[config.mk]
export PLATFORM = sky130hd
export DESIGN_NAME = data_cache_flat
export DESIGN_NICKNAME = d
export VERILOG_FILES = /design/src/rtl/data_cache_if.sv /design/src/rtl/data_cache.sv /design/src/flat_wrapper.sv
export SDC_FILE = /design/constraint.sdc
export NUM_CORES = 1
export LEC_CHECK = 0
export BUFFER_PORTS_ARGS = -buffer_cell sky130_fd_sc_hd__buf_2
export CAP_MARGIN = 10
export CORE_MARGIN = 2
export CORE_UTILIZATION = 59
export CTS_BUF_LIST = sky130_fd_sc_hd__clkbuf_8
export DETAILED_ROUTE_END_ITERATION = 6
export PLACE_DENSITY_LB_ADDON = 0.05
export SYNTH_ARGS = -nofsm -noshare
export SYNTH_HDL_FRONTEND = slang
export SYNTH_SLANG_ARGS = --single-unit
[constraint.sdc]
create_clock -name clk -period 6.8 [get_ports clk]
set_input_delay 0.68 -clock clk [delete_from_list [all_inputs] [get_ports clk]]
set_output_delay 0.68 -clock clk [all_outputs]
set_load 0.02 [all_outputs]
[src/rtl/data_cache_if.sv]
// CPU-side and memory-side signal bundle for data_cache.
// slave is the cache's view; master is the view of the CPU plus backing memory.
interface data_cache_if #(
  parameter int DATA_WIDTH = 32,
  parameter int ADDR_WIDTH = 32
);
  logic                  req_i;
  logic                  we_i;
  logic [ADDR_WIDTH-1:0] addr_i;
  logic [DATA_WIDTH-1:0] wdata_i;
  logic                  flush_i;
  logic [DATA_WIDTH-1:0] rdata_o;
  logic                  stall_o;
  logic                  mem_req_o;
  logic                  mem_we_o;
  logic [ADDR_WIDTH-1:0] mem_addr_o;
  logic [DATA_WIDTH-1:0] mem_wdata_o;
  logic                  mem_ack_i;
  logic [DATA_WIDTH-1:0] mem_rdata_i;
  logic [31:0]           hit_cnt_o;
  logic [31:0]           miss_cnt_o;

  modport slave (
    input  req_i, we_i, addr_i, wdata_i, flush_i, mem_ack_i, mem_rdata_i,
    output rdata_o, stall_o, mem_req_o, mem_we_o, mem_addr_o, mem_wdata_o,
           hit_cnt_o, miss_cnt_o
  );

  modport master (
    output req_i, we_i, addr_i, wdata_i, flush_i, mem_ack_i, mem_rdata_i,
    input  rdata_o, stall_o, mem_req_o, mem_we_o, mem_addr_o, mem_wdata_o,
           hit_cnt_o, miss_cnt_o
  );
endinterface

[src/rtl/data_cache.sv]
// Direct-mapped, write-through, no-write-allocate data cache with one-word lines,
// stalling the CPU on load misses and on every store, plus hit/miss counters.
module data_cache #(
  parameter int DATA_WIDTH = 32,
  parameter int ADDR_WIDTH = 32,
  parameter int NUM_LINES  = 16
) (
  input  logic        clk,
  input  logic        rst,
  data_cache_if.slave bus
);
  localparam int IDX_W = $clog2(NUM_LINES);
  localparam int TAG_W = ADDR_WIDTH - 2 - IDX_W;

  typedef enum logic [1:0] {IDLE, RD_MISS, WR_THRU} state_e;

  state_e state_q, state_d;

  logic                  valid_q [NUM_LINES];
  logic [TAG_W-1:0]      tag_q   [NUM_LINES];
  logic [DATA_WIDTH-1:0] data_q  [NUM_LINES];
  logic [31:0]           hit_cnt_q, hit_cnt_d;
  logic [31:0]           miss_cnt_q, miss_cnt_d;

  logic [IDX_W-1:0]      idx;
  logic [TAG_W-1:0]      tag;
  logic                  hit;
  logic                  fill;
  logic                  store_hit;
  logic                  unused_addr_lsbs;

  logic [DATA_WIDTH-1:0] rdata;
  logic                  stall;
  logic                  mem_req;
  logic                  mem_we;

  assign idx              = bus.addr_i[IDX_W+1:2];
  assign tag              = bus.addr_i[ADDR_WIDTH-1:IDX_W+2];
  assign hit              = valid_q[idx] && (tag_q[idx] == tag);
  assign unused_addr_lsbs = ^bus.addr_i[1:0];

  // A flush coinciding with the fill ack suppresses the fill entirely.
  assign fill      = (state_q == RD_MISS) && bus.mem_ack_i && !bus.flush_i;
  assign store_hit = (state_q == IDLE) && bus.req_i && bus.we_i && hit;

  always_ff @(posedge clk or posedge rst) begin
    if (rst) begin
      state_q    <= IDLE;
      hit_cnt_q  <= '0;
      miss_cnt_q <= '0;
    end else begin
      state_q    <= state_d;
      hit_cnt_q  <= hit_cnt_d;
      miss_cnt_q <= miss_cnt_d;
    end
  end

  always_ff @(posedge clk or posedge rst) begin
    if (rst) begin
      for (int unsigned i = 0; i < NUM_LINES; i++) valid_q[i] <= 1'b0;
    end else if (bus.flush_i) begin
      for (int unsigned i = 0; i < NUM_LINES; i++) valid_q[i] <= 1'b0;
    end else if (fill) begin
      valid_q[idx] <= 1'b1;
    end
  end

  // Tag and data storage carry no reset; validity alone gates their use.
  always_ff @(posedge clk) begin
    if (fill) begin
      tag_q[idx]  <= tag;
      data_q[idx] <= bus.mem_rdata_i;
    end else if (store_hit) begin
      data_q[idx] <= bus.wdata_i;
    end
  end

  always_comb begin
    state_d    = state_q;
    hit_cnt_d  = hit_cnt_q;
    miss_cnt_d = miss_cnt_q;
    unique case (state_q)
      IDLE: begin
        if (bus.req_i) begin
          if (bus.we_i) begin
            state_d = WR_THRU;
          end else if (hit) begin
            hit_cnt_d = hit_cnt_q + 32'd1;
          end else begin
            state_d    = RD_MISS;
            miss_cnt_d = miss_cnt_q + 32'd1;
          end
        end
      end
      RD_MISS: if (bus.mem_ack_i) state_d = IDLE;
      WR_THRU: if (bus.mem_ack_i) state_d = IDLE;
      default: state_d = IDLE;
    endcase
  end

  always_comb begin
    rdata   = '0;
    stall   = 1'b0;
    mem_req = 1'b0;
    mem_we  = 1'b0;
    unique case (state_q)
      IDLE: begin
        if (bus.req_i) begin
          if (!bus.we_i && hit) rdata = data_q[idx];
          else                  stall = 1'b1;
        end
      end
      RD_MISS: begin
        mem_req = 1'b1;
        stall   = !bus.mem_ack_i;
        if (bus.mem_ack_i) rdata = bus.mem_rdata_i;
      end
      WR_THRU: begin
        mem_req = 1'b1;
        mem_we  = 1'b1;
        stall   = !bus.mem_ack_i;
      end
      default: ;
    endcase
  end

  assign bus.rdata_o     = rdata;
  assign bus.stall_o     = stall;
  assign bus.mem_req_o   = mem_req;
  assign bus.mem_we_o    = mem_we;
  assign bus.mem_addr_o  = {bus.addr_i[ADDR_WIDTH-1:2], 2'b00};
  assign bus.mem_wdata_o = bus.wdata_i;
  assign bus.hit_cnt_o   = hit_cnt_q;
  assign bus.miss_cnt_o  = miss_cnt_q;
endmodule

[src/flat_wrapper.sv]
// flat-port wrapper written by rule: the top's interface ports become plain ports
module data_cache_flat 
#(
  parameter int DATA_WIDTH = 32,
  parameter int ADDR_WIDTH = 32,
  parameter int NUM_LINES  = 16
)
  (clk, rst, bus_req_i, bus_we_i, bus_addr_i, bus_wdata_i, bus_flush_i, bus_mem_ack_i, bus_mem_rdata_i, bus_rdata_o, bus_stall_o, bus_mem_req_o, bus_mem_we_o, bus_mem_addr_o, bus_mem_wdata_o, bus_hit_cnt_o, bus_miss_cnt_o);
  data_cache_if #(.DATA_WIDTH(DATA_WIDTH), .ADDR_WIDTH(ADDR_WIDTH)) bus_i ();
  input  logic clk;
  input  logic rst;
  input wire logic [$bits(bus_i.req_i)-1:0] bus_req_i;
  input wire logic [$bits(bus_i.we_i)-1:0] bus_we_i;
  input wire logic [$bits(bus_i.addr_i)-1:0] bus_addr_i;
  input wire logic [$bits(bus_i.wdata_i)-1:0] bus_wdata_i;
  input wire logic [$bits(bus_i.flush_i)-1:0] bus_flush_i;
  input wire logic [$bits(bus_i.mem_ack_i)-1:0] bus_mem_ack_i;
  input wire logic [$bits(bus_i.mem_rdata_i)-1:0] bus_mem_rdata_i;
  output wire logic [$bits(bus_i.rdata_o)-1:0] bus_rdata_o;
  output wire logic [$bits(bus_i.stall_o)-1:0] bus_stall_o;
  output wire logic [$bits(bus_i.mem_req_o)-1:0] bus_mem_req_o;
  output wire logic [$bits(bus_i.mem_we_o)-1:0] bus_mem_we_o;
  output wire logic [$bits(bus_i.mem_addr_o)-1:0] bus_mem_addr_o;
  output wire logic [$bits(bus_i.mem_wdata_o)-1:0] bus_mem_wdata_o;
  output wire logic [$bits(bus_i.hit_cnt_o)-1:0] bus_hit_cnt_o;
  output wire logic [$bits(bus_i.miss_cnt_o)-1:0] bus_miss_cnt_o;
  assign bus_i.req_i = bus_req_i;
  assign bus_i.we_i = bus_we_i;
  assign bus_i.addr_i = bus_addr_i;
  assign bus_i.wdata_i = bus_wdata_i;
  assign bus_i.flush_i = bus_flush_i;
  assign bus_i.mem_ack_i = bus_mem_ack_i;
  assign bus_i.mem_rdata_i = bus_mem_rdata_i;
  assign bus_rdata_o = bus_i.rdata_o;
  assign bus_stall_o = bus_i.stall_o;
  assign bus_mem_req_o = bus_i.mem_req_o;
  assign bus_mem_we_o = bus_i.mem_we_o;
  assign bus_mem_addr_o = bus_i.mem_addr_o;
  assign bus_mem_wdata_o = bus_i.mem_wdata_o;
  assign bus_hit_cnt_o = bus_i.hit_cnt_o;
  assign bus_miss_cnt_o = bus_i.miss_cnt_o;
  data_cache #(.DATA_WIDTH(DATA_WIDTH), .ADDR_WIDTH(ADDR_WIDTH), .NUM_LINES(NUM_LINES)) u_core (.clk(clk), .rst(rst), .bus(bus_i));
endmodule
# --- Word-level counts from Yosys, hierarchy flattened ---
# Memories as Yosys holds them, arrays and structs flattened.
# Cells that the tools add are included.
totals:
  output_inout_bits: 163
  ramBits: 928
  reg_bits: 82
  word_cells: 80
  in_bits: 102
  mem_count: 2
mem_list:
  columns: ["name", "words", "width", "read_ports", "rd_clocked_by_memory_dff", "write_ports", "line", "text"]
  rows:
  - ["u_core.data_q", 16, 32, 1, 0, 1, "data_cache.sv:21", "logic [DATA_WIDTH-1:0] data_q [NUM_LINES];"]
  - ["u_core.tag_q", 16, 26, 1, 0, 1, "data_cache.sv:20", "logic [TAG_W-1:0] tag_q [NUM_LINES];"]
op_classes:
  n_addsub: 2
  n_eq_ne: 6
  mux: 27
  reduce_logical: 17
  order_cmp: 2
  n_bitwise: 5
op_table:
  columns: ["cell", "count"]
  rows:
  - ["32-bit two-way mux", 4]
  - ["32-bit by 1-bit adder with 32-bit output (second input constant)", 2]
  - ["32-bit case mux with 2 select lines", 1]
  - ["16-bit two-way mux", 2]
  - ["26-bit == test", 1]
  - ["16-bit bitwise OR", 1]
  - ["1-bit two-way mux", 12]
  - ["1-bit logical AND", 8]
  - ["2-bit two-way mux", 4]
  - ["4-bit AND reduction", 2]
  - ["5-bit >= comparator (second input constant)", 1]
  - ["5-bit by 1-bit less-than comparator with 1-bit output (second input constant)", 1]
  - ["4-bit NOT with 5-bit output", 1]
  - ["1-bit binary-select mux with 4-bit select", 1]
  - ["1-bit demux with 4-bit select", 1]
  - ["2-bit case mux with 2 select lines", 1]
  - ["1-bit logical NOT", 3]
  - ["3-bit != test (second input constant)", 1]
  - ["3-bit AND reduction", 1]
  - ["2-bit by 1-bit == test with 1-bit output (second input constant)", 1]
  - ["2-bit == test (second input constant)", 1]
  - ["2-bit logical NOT", 1]
  - ["2-bit by 1-bit != test with 1-bit output (second input constant)", 1]
  - ["2-bit != test (second input constant)", 1]
  - ["5 further kinds", 6]

# --- Longest topological paths before layout ---
# Gate-level depths: netlist of the first run.
logic_depth:
  word_depth: 10
  ltp_mapped: 15
  depth_no_buf: 9

# --- Worst setup path before layout of the first run ---
# No wires, ideal clock.
synth_path:
  path_type: "in2reg"
  start: "input bus_addr_i[5]"
  end: "memory u_core.data_q[0][0], enable pin"
  n_path_buf: 3
  setup_ns: 0.502
  slack_ns: -0.037
  arrival_time_ns: 6.336
  t_required_ns: 6.298
  stages: 12
  path_cell_list: "buf_2 buf_2 buf_1 mux4_2 mux2i_1 xor2_1 nand3_1 o41ai_2 nand4_1 nor4_4 a21oi_2 nor4_1"
synth_between:
  elab_chain_len: 10
  word_cells_on_any_way: 12
  cone_classes: "eq/ne: 1; mux: 6; bitwise: 2; reduce/logical: 2; memory: 1"
synth_rtl:
  columns: ["element", "line", "text"]
  rows:
  - ["start: declaration", "flat_wrapper.sv:14", "input wire logic [$bits(bus_i.addr_i)-1:0] bus_addr_i;"]
  - ["branches (longest 10 deep; another with memory 16 x 26 bit)", null, null]
  - ["end: declaration", "data_cache.sv:21", null]
# Several ways; the timed one is not identified. The select of a mux whose other input is x is not followed.

# --- Final worst setup path of the first run ---
layout_path:
  start: "input bus_addr_i[3]"
  end: "output bus_rdata_o[10]"
layout_between:
  elab_chain_len: 9
  word_cells_on_any_way: 12
  cone_classes: "eq/ne: 1; mux: 6; bitwise: 1; reduce/logical: 2; memory: 2"
layout_rtl:
  columns: ["element", "line", "text"]
  rows:
  - ["branches (longest 6 deep; another with memory 16 x 26 bit)", null, null]
  - ["32-bit two-way mux (*)", "data_cache.sv:109", "if (!bus.we_i && hit) rdata = data_q[idx];"]
  - ["32-bit two-way mux (*)", "data_cache.sv:108", "if (bus.req_i) begin"]
  - ["32-bit case mux with 2 select lines (*)", "data_cache.sv:106", "unique case (state_q)"]
  - ["end: declaration", "flat_wrapper.sv:19", "output wire logic [$bits(bus_i.rdata_o)-1:0] bus_rdata_o;"]
# Every way passes the cells marked *. The select of a mux whose other input is x is not followed.

==> impl_metrics.env, run 1 <==
export IMPL_cp_end_kind="primary output"
export IMPL_rsz0062_at_grt="false"
export IMPL_worst_pin_slew_ns=1.10
export IMPL_drive_above_1_share_pct=33.2
export IMPL_drc=0
export IMPL_finalClockSkew_ns=0.0371
export IMPL_fin_crit_sh_pct=81.0
export IMPL_hold_buffers=0
export IMPL_cts_resized=0
export IMPL_clk_insertion_delay_late_ns=0.82
export IMPL_outcome="finished, final reports clean"
export IMPL_hold_violations=0
export IMPL_synth_xor_area_share_pct=1.84
export IMPL_critPathKind="in2out"
export IMPL_crit_buf_inv=5
export IMPL_hold_class="in2async"
export IMPL_finalPower_w=0.0125
export IMPL_dp_slack_ns=1.25
export IMPL_syn_area_sq_um=41400
export IMPL_fmax_mhz=181
export IMPL_cts_tree="done"
export IMPL_grt_pass1_wl_mm=138
export IMPL_syn_to_final_growth_pct=12.7
export IMPL_initialDrtViolationCount=2070
export IMPL_power_per_cell_area_nw_per_um2=267
export IMPL_start_util_pct=59.4
export IMPL_fp_dieArea_sq_um=72400
export IMPL_grt_pass1_vias=22058
export IMPL_cp_arrival_ns=4.83
export IMPL_hold_slack_ns=0.214
export IMPL_cp_start_kind="input port"
export IMPL_yosysTopAreaCellShare_pct=67.2
export IMPL_postSynthAreaPerCell_sq_um=19.5
export IMPL_clock_root_buffer="clkbuf_8"
export IMPL_fin_nets=2548
export IMPL_synth_area_leader_cell="edfxtp_1"
export IMPL_cts_path_max_buffers=3
export IMPL_num_io_pins=265
export IMPL_peakVddDrop_v=0.000234
export IMPL_synth_flop_cell="edfxtp_1"
export IMPL_drtAntennaViolNets=0
export IMPL_setup_ws_ns=1.29
export IMPL_synthMuxAreaShare_pct=16.5
export IMPL_antenna_found_initial=1
export IMPL_slew_headroom_pct=26.9
export IMPL_die_h_um=269
export IMPL_crit_fanout=62
export IMPL_post_route_util_pct=66.9
export IMPL_synth_top_family_by_area="multiplexers"
export IMPL_synth_seq_area_share_pct=72.2
export IMPL_yosysWarnings=0
export IMPL_cp_slowest_cell="or4b_1"
export IMPL_routedWlPerCell_um=26.9
export IMPL_hpwl_mm=51.1
export IMPL_die_w_um=269
export IMPL_cpMostUsedCell="buf_4"
export IMPL_maxCapViolCount=0
export IMPL_design_core_area_sq_um=69800
export IMPL_path_clk_slew_ns=0.06
export IMPL_ys_seq_elements=1010
export IMPL_routabilityCongestion=0.816
export IMPL_nFillCells=4670
export IMPL_drt_total_wl_mm=94.3
export IMPL_vias_per_cell=6.15
export IMPL_post_cts_buffers=0
export IMPL_synth_compound_area_share_pct=2.84
export IMPL_vias=21569
export IMPL_synth_cell_types=65
export IMPL_synth_cells=2127
export IMPL_htree_levels=4
export IMPL_leakagePower_nw=16.5
export IMPL_finalMaxSlewViolations=0
export IMPL_synth_async_reset_ratio_pct=8.12
export IMPL_path_cells="buf_8 -> buf_12 -> buf_4 -> mux4_2 -> mux2i_1 -> nor2_1 -> a31oi_1 -> nand2b_1 -> or4b_1 -> nor4b_4 -> buf_4 -> a22o_1 -> buf_2"
export IMPL_synthTopCellsByArea="edfxtp_1 (67%), mux4_2 (12%), dfrtp_1 (5.0%)"
export IMPL_setup_viol=0
export IMPL_cts_sinks=1010
export IMPL_cpPeakStageDelay_ns=0.63
export IMPL_gr_total_overflow=0
export IMPL_crit_family="buffers and inverters"
export IMPL_rows=97
export IMPL_gr_usage_all_layers_pct=26.5
export IMPL_min_period_ns=5.51
export IMPL_synthAdderAreaFrac_pct=0.181
export IMPL_synth_simple_area_share_pct=3.59
export IMPL_cts_made_buffers=162
export IMPL_port_buffers=260
export IMPL_cp_data_required_time_ns=6.12
export IMPL_grt_start_max_net_pins=104
export IMPL_synth_edf_count=928
export IMPL_first_pass_iters=7
-- report_power, final --
part	internal, W	total, W	leakage, nW	switching, W
clock network	0.00233	0.00465	1.72	0.00232
logic	0.000358	0.000945	5.28	0.000587
registers	0.00684	0.00687	9.47	0.0000302
total	0.00952	0.0125	16.5	0.00294
-- worst min-delay path, cell delays in order --
cell      delay (ns)
buf_2           0.10
clkinv_2        0.03
buf_4           0.80
-- cells by family (layout without fill, tap and decap cells) --
group | after synthesis | count (layout)
adders and majority gates | 6 | 6
DFF | 1010 | 1010
xor gates and xnor gates | 87 | 87
and+or+nand+nor | 277 | 277
buffers and inverters | 209 | 647
AOI/OAI and AO/OA | 158 | 158
muxes | 379 | 379
other | 1 | 5
-- cell type report --
type | instances | area (sq um) | share of cell area [%]
flip-flops and latches | 1010 | 29900 | 64.1
clock buffers | 167 | 2300 | 4.92
diodes | 3 | 7.51 | 0.0161
well taps | 940 | 1180 | 2.52
clock inverters | 123 | 588 | 1.26
multi-input cells | 909 | 10600 | 22.6
repair buffers | 326 | 2030 | 4.34
inverters | 31 | 118 | 0.252
-- placed cells by master, fill, tap and decap left out, drive strengths merged, types with 6 or more instances in the layout --
master	Yosys	layout
and2	7	7
a22o	41	41
mux2i	93	93
nand3	41	41
dfrtp	82	82
nor2b	10	10
o22ai	28	28
nand4	26	26
edfxtp	928	928
clkinv	0	45
mux4	229	229
nand2	52	52
nor2	44	44
nor4	18	18
inv	31	106
clkbuf	54	167
nand2b	14	14
buf	124	326
a211oi	8	8
nor3	32	32
mux2	57	57
ha	6	6
xnor2	43	43
a22oi	23	23
a221oi	6	6
and3	10	10
o21ai	12	12
a21oi	13	13
xor2	44	44
-- worst paths after layout --
check                                         start                        to  slack (ns)  depth (start not counted)
setup / recovery                      bus_addr_i[3]           bus_rdata_o[10]        1.29                         13
max in group asynchronous                       rst         u_core.valid_q[5]        5.91                          3
min in group clk                          bus_req_i         u_core.state_q[1]        0.23                          4
hold / removal                                  rst  u_core.bus.hit_cnt_o[14]        0.21                          3
hold reg to reg            u_core.bus.hit_cnt_o[31]  u_core.bus.hit_cnt_o[31]        0.48                          1
setup reg to reg                u_core.tag_q[1][25]       u_core.data_q[0][1]        2.35                         11
-- state kept, by name, indices dropped and copies added, names as in the netlist --
| signal | cells |
|---|---|
| u_core.bus.hit_cnt_o | 32 |
| u_core.state_q | 2 |
| u_core.tag_q | 416 |
| u_core.data_q | 512 |
| u_core.valid_q | 16 |
| u_core.bus.miss_cnt_o | 32 |
-- per-stage QoR --
stage / std cells / cell area (sq um) / TNS, ns
2_1_floorplan: 2128 / 41400 / -4.74
3_3_place_gp: 3216 / 43800 / 0
3_5_place_dp: 3216 / 43800 / 0
4_1_cts: 3506 / 46700 / 0
5_1_grt: 3509 / 46700 / 0
6_report: 3509 / 46700 / 0
-- cells in the mapped netlist, types with 3 or more instances --
cell type	number
a211oi_1	8
a21oi_1	12
a221oi_1	6
a22o_1	41
a22oi_1	23
a31o_2	3
a31oi_1	5
and2_1	6
and3_1	10
and4_1	4
buf_1	16
buf_2	28
buf_4	69
buf_6	8
clkbuf_1	54
dfrtp_1	82
edfxtp_1	928
ha_1	6
inv_1	31
mux2_2	27
mux2_4	30
mux2i_1	93
mux4_2	229
nand2_1	52
nand2b_1	14
nand3_1	41
nand4_1	26
nor2_1	44
nor2b_1	10
nor3_1	32
nor4_1	16
nor4b_1	4
o211ai_1	5
o21ai_0	11
o22ai_1	28
or2_2	3
xnor2_1	43
xor2_1	44
-- layer usage --
metal / track usage [%] / part of all wire, %
met1: 36.5 / 41
met2: 44.1 / 51
met3: 4.17 / 5.4
met4: 8.59 / 2.1
met5: 0 / 0
(Power assumes the default switching activity.)
==> run 2: changes to the inputs <==
--- a/config.mk
+++ b/config.mk
@@ -5,10 +5,11 @@
 export SDC_FILE = /design/constraint.sdc
 export NUM_CORES = 1
 export LEC_CHECK = 0
+export ABC_AREA = 1
 export BUFFER_PORTS_ARGS = -buffer_cell sky130_fd_sc_hd__buf_2
 export CAP_MARGIN = 10
 export CORE_MARGIN = 2
-export CORE_UTILIZATION = 59
+export CORE_UTILIZATION = 57
 export CTS_BUF_LIST = sky130_fd_sc_hd__clkbuf_8
 export DETAILED_ROUTE_END_ITERATION = 6
 export PLACE_DENSITY_LB_ADDON = 0.05
==> constraint.sdc (replaced) <==
create_clock -name clk -period 4.6 [get_ports clk]
set_input_delay 0.46 -clock clk [delete_from_list [all_inputs] [get_ports clk]]
set_output_delay 0.46 -clock clk [all_outputs]
set_load 0.02 [all_outputs]
==> run 2 against run 1 <==
  * The flow now finishes with violations (design-rule violations)
  * Register-to-register slack worse by 1.2 ns
  * Critical path type unchanged
  * Via count grew 35%
  * Sequential cell count did not move
  * Non-clock buffer count is 49 higher
  * Synthesized area grew 1.3%
  * Combinational power grew 84%
  * Hold slack lost 0.15 ns
  * Sequential power is 48% higher
  * Die area up 4.8%
==> impl_metrics.env, run 2 <==
export IMPL_worst_pin_slew_ns=1.17
export IMPL_start_util_pct=57.6
export IMPL_rows=99
export IMPL_cp_start_kind="input port"
export IMPL_hold_class="in2reg"
export IMPL_finalClockSkew_ns=0.0327
export IMPL_first_pass_iters=7
export IMPL_initialDrtViolationCount=2723
export IMPL_largest_reg_flops=512
export IMPL_synth_flop_cell="edfxtp_1"
export IMPL_largestRegisters="u_core.data_q: 512 flops, u_core.tag_q: 416 flops"
export IMPL_leakagePower_nw=18.4
export IMPL_synth_most_common_cell="nand2_1"
export IMPL_synth_top_family_by_area="simple AND/OR/NAND/NOR gates"
export IMPL_synth_edf_count=928
export IMPL_hold_violations=0
export IMPL_path_clk_slew_ns=0.06
export IMPL_hold_slack_ns=0.0590
export IMPL_synth_seq_area_share_pct=71.2
export IMPL_gr_usage_all_layers_pct=29.3
export IMPL_cp_end_kind="primary output"
export IMPL_vias=29125
export IMPL_cts_tree="done"
export IMPL_drc=1
export IMPL_outcome="complete, but fails checks"
export IMPL_synthAdderAreaFrac_pct=0.179
export IMPL_slew_headroom_pct=22.0
export IMPL_synth_compound_area_share_pct=7.50
export IMPL_dp_cells=4771
export IMPL_power_per_cell_area_nw_per_um2=397
export IMPL_synth_cells=3678
export IMPL_port_buffers=260
export IMPL_hpwl_mm=61.9
export IMPL_yosys_top_cells_count="nand2_1 (1310), edfxtp_1 (928), o22ai_1 (272)"
export IMPL_fin_crit_sh_pct=93.4
export IMPL_multi_input_area_sq_um=10600
export IMPL_grt_pass1_vias=28368
export IMPL_final_area_sq_um=47900
export IMPL_synth_simple_area_share_pct=16.0
export IMPL_ys_seq_elements=1010
export IMPL_yosysWarnings=0
export IMPL_yosysTopAreaCellShare_pct=66.4
export IMPL_routedWlPerCell_um=22.0
export IMPL_htree_levels=4
export IMPL_synthTopCellsByArea="edfxtp_1 (66%), nand2_1 (12%), dfrtp_1 (4.9%)"
export IMPL_synth_cell_types=32
export IMPL_synth_async_reset_ratio_pct=8.12
export IMPL_cp_data_required_time_ns=4.14
export IMPL_critPathKind="in2out"
export IMPL_synth_xor_area_share_pct=0.855
export IMPL_syn_to_final_growth_pct=14.1
export IMPL_finalPower_w=0.0190
export IMPL_finalMaxSlewViolations=0
export IMPL_crit_fanout=80
export IMPL_seq_area_sq_um=29900
export IMPL_min_period_ns=4.29
export IMPL_grt_pass1_wl_mm=166
export IMPL_syn_area_sq_um=42000
export IMPL_die_h_um=275
export IMPL_antenna_found_initial=1
export IMPL_peakVddDrop_v=0.000257
export IMPL_fin_setup_tns_ns=0
export IMPL_grt_start_max_net_pins=81
export IMPL_mostFrequentLayoutCell="nand2_1"
export IMPL_drt_total_wl_mm=111
export IMPL_r2r_slack_ns=1.13
export IMPL_rsz0062_at_grt="false"
export IMPL_synthMuxAreaShare_pct=0
export IMPL_clk_insertion_delay_late_ns=0.81
export IMPL_failed_checks="design-rule violations"
export IMPL_fmax_mhz=233
export IMPL_mostFrequentLayoutCells="nand2_1 (1308), edfxtp_1 (928), o22ai_1 (272), buf_2 (259), inv_1 (198)"
export IMPL_fin_nets=4088
export IMPL_place_area_sq_um=44900
export IMPL_clock_root_buffer="clkbuf_8"
export IMPL_num_io_pins=265
export IMPL_die_w_um=275
export IMPL_cts_sinks=1010
export IMPL_cp_arrival_ns=3.83
export IMPL_gr_total_overflow=0
export IMPL_cts_made_buffers=161
export IMPL_post_cts_buffers=0
export IMPL_maxCapViolCount=0
export IMPL_synth_area_leader_cell="edfxtp_1"
export IMPL_cts_path_max_buffers=3
export IMPL_layoutNonFillerInstCount=5051
export IMPL_routabilityCongestion=0.899
export IMPL_fp_dieArea_sq_um=75900
export IMPL_cts_resized=0
export IMPL_regMostFlops="u_core.data_q"
export IMPL_setup_viol=0
export IMPL_design_core_area_sq_um=73000
export IMPL_postSynthAreaPerCell_sq_um=11.4
export IMPL_drtAntennaViolNets=0
export IMPL_drive_above_1_share_pct=15.3
export IMPL_nFillCells=5596
export IMPL_vias_per_cell=5.77
==> run 2: worst paths after layout <==
| path | startpoint | end | depth (start not counted) |
|---|---|---|---|
| setup reg to reg | u_core.tag_q[13][23] | u_core.data_q[0][14] | 17 |
| hold reg to reg | u_core.bus.miss_cnt_o[31] | u_core.bus.miss_cnt_o[31] | 2 |
| min in group asynchronous | rst | u_core.bus.miss_cnt_o[27] | 3 |
| max in group asynchronous | rst | u_core.valid_q[6] | 4 |
| hold / removal | bus_addr_i[11] | u_core.tag_q[12][5] | 1 |
| setup / recovery | bus_addr_i[3] | bus_rdata_o[20] | 11 |
==> run 2: logic make-up after synthesis <==
group	Yosys count
AO/OA/AOI/OAI	553
XOR/XNOR	41
adder cells (fa/ha/maj)	6
buffers and inverters	396
flip-flops	1010
other	1
AND/OR/NAND/NOR	1671
==> run 2: per-layer routing <==
metal  vias up  track usage, %  share of wire, %
met3       222            4.43               7.2
li1      13460               -                 -
met4         0            10.5               3.0
met5         -               0                 0
met1     14232            39.3                40
met2      1211            49.0                49
==> run 2: final cells by class <==
type                    instances  area share [%]
diodes                          1         0.00522
clock buffers                 166            4.77
clock inverters               108            1.31
inverters                     159            1.27
multi-input cells            2273            22.2
flip-flops and latches       1010            62.5
well taps                     959            2.51
repair buffers                375            5.49
==> run 2: timing repair <==
| action | CTS | global route |
|---|---|---|
| hold endpoints to repair | 83 | 0 |
| endpoints found under the setup margin | 0 | 0 |
| hold buffers | 5 | 0 |
==> run 2: critical path, cell delays in order <==
cell and delay (ns):
buf_2 0.29, clkinv_2 0.22, nand2_4 0.11, buf_4 0.30, buf_4 0.42, buf_4 0.87, o22ai_1 0.17, o21ai_0 0.25
nand4_1 0.26, o21ai_1 0.20, buf_2 0.18
==> run 2: where the power goes <==
group	internal, W	switching [W]
registers	0.0101	0.0000929
logic	0.000484	0.00126
clock network	0.00355	0.00350
==> run 2: metrics by stage <==
stage | setup slack (ns) | util [%]
floorplan | 0.156 | -
global placement | 0.335 | 61.6
detailed placement | 0.239 | 61.6
CTS | 0.367 | 65.6
global route | 0.145 | 65.6
finish | 0.306 | 65.6
==> run 3: changes to the inputs <==
--- a/config.mk
+++ b/config.mk
@@ -6,12 +6,12 @@
 export NUM_CORES = 1
 export LEC_CHECK = 0
 export ABC_AREA = 1
-export BUFFER_PORTS_ARGS = -buffer_cell sky130_fd_sc_hd__buf_2
 export CAP_MARGIN = 10
 export CORE_MARGIN = 2
-export CORE_UTILIZATION = 57
+export CORE_UTILIZATION = 60
 export CTS_BUF_LIST = sky130_fd_sc_hd__clkbuf_8
 export DETAILED_ROUTE_END_ITERATION = 6
+export DONT_BUFFER_PORTS = 1
 export PLACE_DENSITY_LB_ADDON = 0.05
 export SYNTH_ARGS = -nofsm -noshare
 export SYNTH_HDL_FRONTEND = slang
==> run 3 against run 2 <==
  * The flow still finishes with violations (design-rule violations)
  * Sequential share of layout area grew 1.7 points
  * Sequential power is essentially flat
  * Via count shrank 2.9%
  * Combinational power shrank 17%
  * Global-route usage grew 0.90 points
  * Clock power shrank 0.7%
  * First-iteration DRC count grew 6.1%
  * Total power shrank 1.4%
  * Largest power group unchanged
  * Highest routed layer is now met5
==> impl_metrics.env, run 3 (synthesis results as in run 2) <==
export IMPL_outcome="complete, but fails checks"
export IMPL_failed_checks="design-rule violations"
export IMPL_fin_nets=3851
export IMPL_first_pass_iters=7
export IMPL_vias=28294
export IMPL_fmax_mhz=239
export IMPL_cts_tree="done"
export IMPL_hpwl_mm=58.8
export IMPL_grt_pass1_vias=27264
export IMPL_cp_arrival_ns=3.72
export IMPL_hold_class="in2reg"
export IMPL_finalClockSkew_ns=0.0460
export IMPL_design_core_area_sq_um=68900
export IMPL_antenna_found_initial=2
export IMPL_cts_made_buffers=159
export IMPL_crit_fanout=42
export IMPL_syn_to_final_growth_pct=11.1
export IMPL_maxCapViolCount=0
export IMPL_drtAntennaViolNets=0
export IMPL_slew_headroom_pct=17.2
export IMPL_start_util_pct=60.9
export IMPL_largestRegisters="u_core.data_q: 512 flops, u_core.tag_q: 416 flops"
export IMPL_min_period_ns=4.18
export IMPL_cts_sinks=1010
export IMPL_mostFrequentLayoutCells="nand2_1 (1308), edfxtp_1 (928), o22ai_1 (272), inv_1 (202)"
export IMPL_cp_start_kind="flop"
export IMPL_vias_per_cell=5.90
export IMPL_critPathKind="reg2out"
export IMPL_gr_total_overflow=0
export IMPL_leakagePower_nw=17.3
export IMPL_p_comb_share_pct=7.7
export IMPL_seq_power_share_pct=55.0
export IMPL_fin_crit_sh_pct=90.9
export IMPL_p_int_w=0.0140
export IMPL_die_h_um=269
export IMPL_cp_data_required_time_ns=4.14
export IMPL_port_buffers=0
export IMPL_swShare_pct=25.2
export IMPL_fp_dieArea_sq_um=72100
export IMPL_regMostFlops="u_core.data_q"
export IMPL_drt_total_wl_mm=109
export IMPL_grt_start_max_net_pins=152
export IMPL_num_io_pins=265
export IMPL_routedWlPerCell_um=22.8
export IMPL_dp_cells=4481
export IMPL_cts_path_max_buffers=3
export IMPL_htree_levels=4
export IMPL_layoutNonFillerInstCount=4797
export IMPL_grt_pass1_wl_mm=161
export IMPL_cp_end_kind="primary output"
export IMPL_die_w_um=269
export IMPL_setup_viol=0
export IMPL_largest_reg_flops=512
export IMPL_p_switching_w=0.00472
export IMPL_nFillCells=5130
export IMPL_hold_violations=0
export IMPL_drc=1
export IMPL_drive_above_1_share_pct=9.24
export IMPL_clockPowerShare_pct=37.3
export IMPL_rsz0062_at_grt="false"
export IMPL_path_clk_slew_ns=0.06
export IMPL_routabilityCongestion=0.868
export IMPL_gr_usage_all_layers_pct=30.2
export IMPL_power_per_cell_area_nw_per_um2=402
export IMPL_clock_root_buffer="clkbuf_8"
export IMPL_fin_setup_tns_ns=0
export IMPL_initialDrtViolationCount=2890
export IMPL_peakVddDrop_v=0.000297
export IMPL_worst_pin_slew_ns=1.24
export IMPL_mostFrequentLayoutCell="nand2_1"
export IMPL_finalMaxSlewViolations=0
export IMPL_rows=96
export IMPL_clk_insertion_delay_late_ns=0.81
export IMPL_finalPower_w=0.0188
## run 3: final timing paths
path	start	to	slack [ns]	depth (start not counted)
worst min register to register	u_core.valid_q[6]	u_core.valid_q[6]	0.54	2
min in group asynchronous	rst	u_core.bus.miss_cnt_o[24]	0.20	2
worst max-delay path	u_core.tag_q[3][5]	bus_rdata_o[29]	0.42	16
max in group asynchronous	rst	u_core.valid_q[15]	3.34	3
worst min-delay path	bus_we_i	u_core.bus.hit_cnt_o[18]	0.09	4
worst max register to register	u_core.tag_q[3][5]	u_core.data_q[15][19]	0.94	14
## run 3: per-stage QoR
step | setup slack (ns) | instance area [sq um] | util [%] | hold slack (ns)
floorplan | 0.156 | 42000 | - | 0.491
global placement | 0.519 | 43400 | 63.0 | 0.468
detailed placement | 0.443 | 43400 | 63.0 | 0.479
CTS | 0.375 | 46700 | 67.7 | 0.0289
global route | 0.184 | 46700 | 67.7 | 0.0690
finish | 0.419 | 46700 | 67.7 | 0.0905
## run 3: routing by layer
layer  up-vias  track usage [%]  part of all wire (%)
li1      13010                -                     -
met1     13777             40.8                    40
met2      1306             50.1                    49
met3       199             4.72                   8.1
met4         2             11.1                   2.8
met5         -                0                 0.012
## run 3: critical path, stage by stage (launching register included)
cell and delay, ns:
edfxtp_1 0.37, nand2_1 0.07, nand2_1 0.05, nand2_1 0.06, nand2_1 0.06, nand2_1 0.05, nand2_1 0.09, o21ai_0 0.47
nand4_1 0.18, nor2_1 0.17, nand3_2 0.20, nor2_4 0.17, buf_4 0.19, nand2_2 0.08, buf_12 0.22, o21ai_1 0.26
buf_4 0.19
## run 3: power by group through the flow
stage               Sequential (W)  Clock, W  Combinational [W]
global route                0.0103   0.00749            0.00159
floorplan                   0.0105         0            0.00101
global placement            0.0105         0            0.00133
detailed placement          0.0105         0            0.00136
finish                      0.0103   0.00700            0.00144
CTS                         0.0103   0.00709            0.00144
## run 3: what timing repair did
| item | in CTS | in global routing |
|---|---|---|
| buffers inserted | 0 | 0 |
| hold endpoints to repair | 475 | 0 |
| resized for setup | 0 | 0 |
| setup endpoints to repair | 0 | 0 |
| hold buffers | 32 | 0 |
## run 3: layout make-up
| cell class | count | area, sq um | area share [%] |
|---|---|---|---|
| Sequential cell | 1010 | 29900 | 64.1 |
| Multi-Input combinational cell | 2273 | 10600 | 22.8 |
| Clock buffer | 162 | 2230 | 4.78 |
| Timing Repair Buffer | 140 | 1430 | 3.07 |
| Tap cell | 931 | 1160 | 2.50 |
| Clock inverter | 119 | 674 | 1.45 |
| Inverter | 159 | 609 | 1.31 |
| Antenna cell | 3 | 7.51 | 0.0161 |
